<file path="src/rtl/pwm_pkg.sv">
// Shared types and defaults for the PWM speed-ramp controller.
package pwm_pkg;
  typedef enum logic [1:0] {ST_IDLE, ST_RAMP, ST_HOLD, ST_REVERSE} state_e;
  localparam int PERIOD_DEF = 19999;
  localparam int DUTY_W     = 15;
endpackage

</file>
<file path="src/rtl/ramp_tick_gen.sv">
// Free-running prescaler; tick pulses for one cycle every TICK_DIV clocks.
module ramp_tick_gen #(
  parameter int TICK_DIV = 50000
) (
  input  logic clk,
  input  logic rst,
  output logic tick
);
  localparam logic [31:0] LAST = 32'(TICK_DIV - 1);

  logic [31:0] presc_q, presc_d;

  always_comb begin
    presc_d = (presc_q == LAST) ? '0 : presc_q + 32'd1;
  end

  always_ff @(posedge clk) begin
    if (rst) presc_q <= '0;
    else     presc_q <= presc_d;
  end

  assign tick = (presc_q == LAST);
endmodule

</file>
<file path="src/rtl/pwm_ramp_ctl.sv">
// Ramps PWM duty toward commanded targets at STEP per tick, passing through
// zero before any direction change so the motor never sees a step.
module pwm_ramp_ctl
  import pwm_pkg::*;
#(
  parameter int PERIOD   = PERIOD_DEF,
  parameter int STEP     = 100,
  parameter int TICK_DIV = 50000,
  parameter int W        = DUTY_W
) (
  input  logic         clk,
  input  logic         rst,
  input  logic         cmd_valid,
  output logic         cmd_ready,
  input  logic [W-1:0] cmd_duty,
  input  logic         cmd_dir,
  output logic [W-1:0] para_out,
  output logic         dir_out,
  output logic         busy,
  output logic         at_target
);
  localparam logic [W-1:0] MAX_DUTY = W'(PERIOD - 1);
  localparam logic [W-1:0] STEP_V   = W'(STEP);
  localparam logic [W-1:0] PERIOD_V = W'(PERIOD);

  state_e       state_q, state_d;
  logic [W-1:0] duty_q, duty_d, tgt_duty_q, tgt_duty_d, para_q, para_d;
  logic         tgt_dir_q, tgt_dir_d, dir_q, dir_d;
  logic         tick, acc;
  logic [W-1:0] cmd_clamp, eff, step_duty;

  ramp_tick_gen #(.TICK_DIV(TICK_DIV)) u_tick (
    .clk  (clk),
    .rst  (rst),
    .tick (tick)
  );

  assign cmd_ready = (state_q != ST_REVERSE);
  assign acc       = cmd_valid && cmd_ready;
  assign busy      = (state_q == ST_RAMP) || (state_q == ST_REVERSE);
  assign at_target = (duty_q == tgt_duty_q) && (dir_q == tgt_dir_q);
  assign para_out  = para_q;
  assign dir_out   = dir_q;

  always_comb begin
    cmd_clamp  = (cmd_duty > MAX_DUTY) ? MAX_DUTY : cmd_duty;
    eff        = (state_q == ST_REVERSE) ? '0 : tgt_duty_q;
    if (eff >= duty_q) step_duty = (eff - duty_q <= STEP_V) ? eff : duty_q + STEP_V;
    else               step_duty = (duty_q - eff <= STEP_V) ? eff : duty_q - STEP_V;

    state_d    = state_q;
    duty_d     = duty_q;
    tgt_duty_d = tgt_duty_q;
    tgt_dir_d  = tgt_dir_q;
    dir_d      = dir_q;

    // The tick step always works from the target held before this edge.
    if (tick) begin
      duty_d = step_duty;
      case (state_q)
        ST_RAMP: if (step_duty == tgt_duty_q)
                   state_d = (tgt_duty_q != '0) ? ST_HOLD : ST_IDLE;
        ST_REVERSE: if (step_duty == '0) begin
                      dir_d   = tgt_dir_q;
                      state_d = (tgt_duty_q != '0) ? ST_RAMP : ST_IDLE;
                    end
        default: ;
      endcase
    end

    // New commands are compared against the duty leaving this edge.
    if (acc) begin
      tgt_duty_d = cmd_clamp;
      tgt_dir_d  = cmd_dir;
      if (cmd_dir != dir_q && duty_d != '0) begin
        state_d = ST_REVERSE;
      end else begin
        dir_d = cmd_dir;
        if (cmd_clamp != duty_d) state_d = ST_RAMP;
        else if (duty_d == '0)   state_d = ST_IDLE;
        else                     state_d = ST_HOLD;
      end
    end

    para_d = (duty_d == '0) ? '0 : PERIOD_V - duty_d;
  end

  always_ff @(posedge clk) begin
    if (rst) begin
      state_q    <= ST_IDLE;
      duty_q     <= '0;
      tgt_duty_q <= '0;
      tgt_dir_q  <= 1'b0;
      dir_q      <= 1'b0;
      para_q     <= '0;
    end else begin
      state_q    <= state_d;
      duty_q     <= duty_d;
      tgt_duty_q <= tgt_duty_d;
      tgt_dir_q  <= tgt_dir_d;
      dir_q      <= dir_d;
      para_q     <= para_d;
    end
  end
endmodule
</file>
<file path="config.mk">
export PLATFORM = sky130hd
export DESIGN_NAME = pwm_ramp_ctl
export DESIGN_NICKNAME = d
export VERILOG_FILES = /design/src/rtl/pwm_pkg.sv /design/src/rtl/ramp_tick_gen.sv /design/src/rtl/pwm_ramp_ctl.sv
export SDC_FILE = /design/constraint.sdc
export NUM_CORES = 1
export LEC_CHECK = 0
export ABC_CLOCK_PERIOD_IN_PS = 12080
export CAP_MARGIN = 10
export CORE_MARGIN = 2
export CORE_UTILIZATION = 55
export DETAILED_ROUTE_END_ITERATION = 10
export PLACE_DENSITY = 0.74
export SLEW_MARGIN = 20
export SYNTH_ARGS = -nofsm -noshare
export SYNTH_HDL_FRONTEND = slang
export SYNTH_HIERARCHICAL = 1
export SYNTH_SLANG_ARGS = --single-unit
</file>
<file path="constraint.sdc">
create_clock -name clk -period 12.08 [get_ports clk]
set_clock_uncertainty 0.1 [all_clocks]
set_input_delay 2.416 -clock clk [delete_from_list [all_inputs] [get_ports clk]]
set_output_delay 2.416 -clock clk [all_outputs]
set_load 0.01 [all_outputs]
</file>
==> reports/qor.txt, run 1 <==
Synth Net Count: 1089
GRT Resource Usage Total: 0.3292
die area: 14840 sq um
Routed Antenna Nets: 0
Post-synth EDFFs: 0
chip width: 121.8 um
outcome: completed
startpoint types: flop
1st-iter DRT viols: 1099
number of H-tree levels: 3
Max-slew headroom: 0.3397
Seq/Total Area, Yosys: 0.2124
routability congestion estimate: 1.039
R2R setup slack: 4.74 ns
post-synthesis register bit count: 81
# IOs: 38
crit path max fanout: 27
Worst Hold Depth: 1
fillcell total: 1325
Setup crit end kind: flop
area of the core: 13720 sq um
Async S/R FF share, synth: 0
setup TNS: 0 ns
first-pass GRT wire length: 38680 um
commonest non-fill, non-tap cell in the layout: nor2_1
Synth area leader: dfxtp_1
Static Leak: 3.127 nW
Root Driver: clkbuf_16
vias in the first global route: 7216
PostCTS Resize Cnt: 0
post-layout min period: 7.337 ns
DRC errors left: 0
Hold-fix buffers, CTS: 0
DRT Pass-1 Iters: 6
largest net degree at the start of global routing: 39
vias: 8025
layout cells sized above 1: 0.06305
crit path kind: reg2reg
Port-buffer cells: 37
Main synth FF type: dfxtp_1
later-pin clock latency in the skew report: 0.35 ns
final period utilization: 0.6074
Synth cell types: 88
Routed WL: 24040 um
Synth top area share: 0.2124
worst hold path class: reg2reg
Num CTS Buffers: 9
overall power: 0.9091 mW
CTS tree: built
Critical Path RT: 12.21 ns
VDD IR-drop max: 129.1 uV
Final nets: 1079
Max Clock Freq: 136.3 MHz
initial antenna violation count: 0
post-detail-place hpwl: 17950 um
final hold slack: 0.3844 ns
yosys warns: 6
synthesized area: 7636 sq um
# setup viols final: 0
r2r worst-path depth: 18
die height: 121.8 um
Maximum Capacitance Violations: 0
Max Root-Sink Buffers: 2
Worst EP arrival: 7.46 ns
fin area: 8299 sq um
WL per Instance: 19.85 um
RSZ-0062 raised after global routing: no
Final Hold Fails: 0
placed cell area: 7986 sq um
PD cells: 109.5 nW/um^2
measured slew at the worst slew-check pin: 0.9905 ns
Starting Density: 0.5566
Synth area leaders: dfxtp_1 (21%), xnor2_1 (6.5%), ha_1 (5.6%)
post-synthesis area per instance: 7.371 sq um
max-slew violation count: 0
Clock Pin Slew Worst Setup and Hold Paths: 0.07 ns
Row Count: 43
DR vias/cell: 6.627
Post-CTS Setup Repair Bufs: 0
most frequent cells in the layout: nor2_1 (106), nand2_1 (94), dfxtp_1 (81)
Area Growth Syn to Fin: 8.684%
grt ovf: 0
Post-Synthesis Cells: 1036
number of diodes: 0
Num Clock Sinks: 81
## cell families (layout without fill, tap and decap cells)
family	after synthesis	after routing	synth area share
and+or+nand+nor	428	428	0.2913
AOI/OAI and AO/OA	273	273	0.2517
buffers and inverters	119	114	0.06784
DFF	81	81	0.2124
xor gates and xnor gates	75	75	0.08602
adders and majority gates	34	34	0.05571
muxes	26	26	0.03506
## metal layers
layer,wire [um],GRT usage,up-vias,part of all wire
met5,0,0,-,0
met4,792,0.1300,0,0.033
met3,1651,0.05478,68,0.069
met2,11010,0.5234,341,0.46
met1,10590,0.4446,3825,0.44
li1,-,-,3791,-
## power by group
part,total (mW),internal [mW],switching (mW)
Clock,0.288,0.169,0.120
Sequential,0.294,0.279,0.0145
Combinational,0.327,0.125,0.202
Total,0.909,0.573,0.336
## cells in the mapped netlist (8+ instances only)
cell type and n:
nor3_1 22, nor2b_1 10, nor4_1 17, or4_1 12, a31oi_1 10, nor2_1 106, clkbuf_1 35, xnor2_1 57
o21a_1 8, buf_2 18, ha_1 34, a21o_1 12, nand3_1 53, o31ai_1 18, o21ai_0 39, xor2_1 18
and2_1 11, mux2i_1 20, a21oi_1 76, nand4_1 37, nand2_1 94, inv_1 51, and3_1 8, o211ai_1 15
dfxtp_1 81, or3_1 11, a211oi_1 15
## sequential cells by signal, indices dropped and copies added, names as in the netlist
signal / flops
u_tick/presc_q: 32
duty_q: 15
para_out: 15
tgt_duty_q: 15
state_q: 2
dir_out: 1
tgt_dir_q: 1
## worst paths after layout
kind                                                    from                      endpoint
worst max register to register       state_q[0]$_SDFFE_PP0P_       state_q[0]$_SDFFE_PP0P_
worst max-delay path                 state_q[0]$_SDFFE_PP0P_       state_q[0]$_SDFFE_PP0P_
worst min register to register  u_tick/presc_q[0]$_SDFF_PP0_  u_tick/presc_q[0]$_SDFF_PP0_
worst min-delay path            u_tick/presc_q[0]$_SDFF_PP0_  u_tick/presc_q[0]$_SDFF_PP0_
## stage by stage
step,instances,worst slack (ns),util
final,1211,4.743,0.6049
after global routing,1211,4.274,0.6049
after CTS,1211,4.914,0.6049
after detailed placement,1195,4.966,0.5821
after global placement,1195,4.994,0.5821
after floorplan,1036,6.821,-
## cell type report
cell class | instances | area, sq um | area share
Sequential cell | 81 | 1622 | 0.1954
Inverter | 53 | 198.9 | 0.02397
Clock inverter | 6 | 73.82 | 0.008895
Tap cell | 180 | 225.2 | 0.02714
Multi-Input combinational cell | 836 | 5510 | 0.6640
Timing Repair Buffer | 45 | 430.4 | 0.05186
Clock buffer | 10 | 239.0 | 0.02880
## worst max-delay path, cell delays in order (launching register included)
cell      delay [ns]
dfxtp_1         0.39
and2_1          0.19
clkinv_1        0.59
nand2_1         0.42
inv_1           0.08
ha_1            0.62
and4_1          0.38
or3b_2          0.48
o41ai_1         0.51
o22a_1          0.26
and2_1          0.79
nand2_2         0.33
o22a_1          0.32
a311oi_4        0.54
xnor2_1         0.12
or4b_1          0.51
o211a_1         0.15
o41ai_1         0.30
a211oi_1        0.12
(Power assumes the default switching activity.)
==> run 2, diff against run 1 <==
- ABC_CLOCK_PERIOD_IN_PS: 12080 -> 7600
- clock period: 12.08 -> 7.6 ns (I/O delays scaled with it)
==> run 2 against run 1 <==
  * Global-route usage grew 0.46 points
  * Non-clock buffer count up 4
  * Setup slack got worse by 4.0 ns
  * Cell area hardly changed
  * First-iteration DRC count down 21%
  * Clock power rose by 48%
  * Count of clock-buffer cells in the layout is the same
  * Sequential power up 59%
  * Cell count is 0.33% higher
  * Routed wire length up 1.6%
  * Maximum frequency rose by 7.7%
  * Register-to-register slack got worse by 4.0 ns
  * Largest cell class unchanged
  * Largest power group unchanged
  * Highest routed layer unchanged
==> reports/qor.txt, run 2 (synthesis results as in run 1) <==
post-detail-place hpwl: 18340 um (+2.2%)
Largest register FFs: 32 (unchanged)
die area: 14840 sq um (unchanged)
chip width: 121.8 um (unchanged)
Final Hold Fails: 0 (unchanged)
routability congestion estimate: 0.9796 (-5.8%)
Max-slew headroom: 0.3279 (-0.01180)
fillcell total: 1292 (-2.5%)
CP max-delay cell: and2_1
RSZ-0062 raised after global routing: no
Area Growth Syn to Fin: 8.750% (about the same)
number of diodes: 0 (unchanged)
Critical Path RT: 7.72 ns (-4.49 ns)
largest net degree at the start of global routing: 39 (unchanged)
reg2reg start: state_q[0]$_SDFFE_PP0P_
Worst Path Buf+Inv: 3 (+1)
# setup viols final: 0 (unchanged)
vias: 8000 (-0.31%)
first-pass GRT wire length: 38920 um (+0.61%)
crit path max fanout: 26 (-3.7%)
WL per Instance: 20.11 um (+1.3%)
R2R setup slack: 0.79 ns (-3.95 ns)
Root Driver: clkbuf_16
# IOs: 38 (unchanged)
area of the core: 13720 sq um (unchanged)
most frequent cells in the layout: nor2_1 (106), nand2_1 (94), dfxtp_1 (81)
later-pin clock latency in the skew report: 0.35 ns (about the same)
grt ovf: 0 (unchanged)
outcome: completed
Top reg by flops: u_tick/presc_q
measured slew at the worst slew-check pin: 1.008 ns (+0.01770 ns)
final period utilization: 0.8963 (+0.2889)
Final nets: 1083 (+0.37%)
Max Root-Sink Buffers: 2 (unchanged)
Clock Pin Slew Worst Setup and Hold Paths: 0.07 ns (about the same)
die height: 121.8 um (unchanged)
Starting Density: 0.5566 (unchanged)
Worst EP arrival: 6.93 ns (-0.53 ns)
layout cells sized above 1: 0.06667 (+0.003621)
Num CTS Buffers: 9 (unchanged)
DR vias/cell: 6.584 (-0.64%)
Maximum Capacitance Violations: 0 (unchanged)
Post-CTS Setup Repair Bufs: 0 (unchanged)
GRT Resource Usage Total: 0.3337 (+0.004559)
Row Count: 43 (unchanged)
Routed Antenna Nets: 0 (unchanged)
Routed WL: 24430 um (+1.6%)
Critical Path Stages: 20 (+2)
PostCTS Resize Cnt: 0 (unchanged)
Port-buffer cells: 37 (unchanged)
CP Cell Sequence: and2_1 > clkinv_1 > buf_4 > nand2_1 > inv_1 > ha_1 > and4_1 > or3b_2 > o41ai_1 > o22a_1 > and2_1 > nand3_1 > o32ai_4 > mux2i_1 > mux2i_1 > a22oi_1 > o22ai_1 > nand4_1 > o41ai_1 > a211oi_1
DRC errors left: 0 (unchanged)
Crit path max-delay family: simple AND/OR/NAND/NOR gates
Post-Place Cells: 1199 (+0.33%)
setup TNS: 0 ns (unchanged)
PD cells: 171.2 nW/um^2 (+56%)
initial antenna violation count: 0 (unchanged)
Hold-fix buffers, CTS: 0 (unchanged)
1st-iter DRT viols: 864 (-21%)
r2r worst-path depth: 20 (+2)
Setup crit end kind: flop
fin cells: 1215 (+0.33%)
Max Clock Freq: 146.8 MHz (+7.7%)
number of H-tree levels: 3 (unchanged)
Num Clock Sinks: 81 (unchanged)
worst hold path class: reg2reg
Max stage delay on crit path: 0.80 ns (about the same)
Static Leak: 3.136 nW (+0.27%)
crit path to: state_q[0]$_SDFFE_PP0P_
commonest non-fill, non-tap cell in the layout: nor2_1
reg2reg end: state_q[0]$_SDFFE_PP0P_
max-slew violation count: 0 (unchanged)
DRT Pass-1 Iters: 6 (unchanged)
post-layout min period: 6.812 ns (-0.5255 ns)
crit path kind: reg2reg
CP startpoint: state_q[0]$_SDFFE_PP0P_
VDD IR-drop max: 153.2 uV (+19%)
vias in the first global route: 7189 (-0.37%)
CTS tree: built
startpoint types: flop
## run 2: changes by cell type in the layout (fill, tap and decap cells not counted)
cell	before	now
buf_4	8	12
bufinv_16	1	0
clkinv_2	0	1
## run 2: worst reg2reg max path, cell delays in order (launching register included)
cell	delay, ns
dfxtp_1	0.40
and2_1	0.19
clkinv_1	0.23
buf_4	0.29
nand2_1	0.18
inv_1	0.09
ha_1	0.57
and4_1	0.37
or3b_2	0.48
o41ai_1	0.39
o22a_1	0.23
and2_1	0.80
nand3_1	0.29
o32ai_4	0.24
mux2i_1	0.58
mux2i_1	0.26
a22oi_1	0.08
o22ai_1	0.20
nand4_1	0.14
o41ai_1	0.44
a211oi_1	0.13
## run 2: how the worst min path moves through the flow
stage	end	depth (start not counted)	start	slack, ns
final	u_tick/presc_q[0]$_SDFF_PP0_	1	u_tick/presc_q[0]$_SDFF_PP0_	0.39
after floorplan	u_tick/presc_q[0]$_SDFF_PP0_	1	u_tick/presc_q[0]$_SDFF_PP0_	0.34
after global routing	u_tick/presc_q[31]$_SDFF_PP0_	2	u_tick/presc_q[31]$_SDFF_PP0_	0.40
after global placement	u_tick/presc_q[0]$_SDFF_PP0_	1	u_tick/presc_q[0]$_SDFF_PP0_	0.36
after detailed placement	u_tick/presc_q[0]$_SDFF_PP0_	1	u_tick/presc_q[0]$_SDFF_PP0_	0.37
after CTS	u_tick/presc_q[0]$_SDFF_PP0_	1	u_tick/presc_q[0]$_SDFF_PP0_	0.39
## run 2: layout make-up
cell class                      instances  area [sq um]  area share
Multi-Input combinational cell        836          5510      0.6636
Sequential cell                        81          1622      0.1953
Timing Repair Buffer                   49         460.4     0.05545
Clock buffer                           10         239.0     0.02878
Tap cell                              180         225.2     0.02712
Inverter                               53         198.9     0.02396
Clock inverter                          6         48.80    0.005876
## run 2: report_power, final
group | internal, mW | switching, mW
Clock | 0.234 | 0.191
Combinational | 0.201 | 0.329
Sequential | 0.444 | 0.0231
Total | 0.879 | 0.543
## run 2: through the flow
step	total power, mW	setup WS (ns)	hold WS, ns	instance area (sq um)	utilization
final	1.421	0.7884	0.3865	8304	0.6053
after global routing	1.487	0.4388	0.4046	8304	0.6053
after CTS	1.409	0.9805	0.3864	8304	0.6053
after detailed placement	0.9868	1.017	0.3708	8016	0.5843
after global placement	0.9888	1.207	0.3578	8016	0.5843
after floorplan	0.8502	2.341	0.3377	7636	-
## run 2: layer usage
layer | global-route usage | wire [um] | part of all wire | vias up
met5 | 0 | 0 | 0 | -
met4 | 0.1573 | 1008 | 0.041 | 0
met3 | 0.04307 | 1698 | 0.070 | 71
li1 | - | - | - | 3801
met1 | 0.4600 | 10810 | 0.44 | 3733
met2 | 0.5161 | 10910 | 0.45 | 395
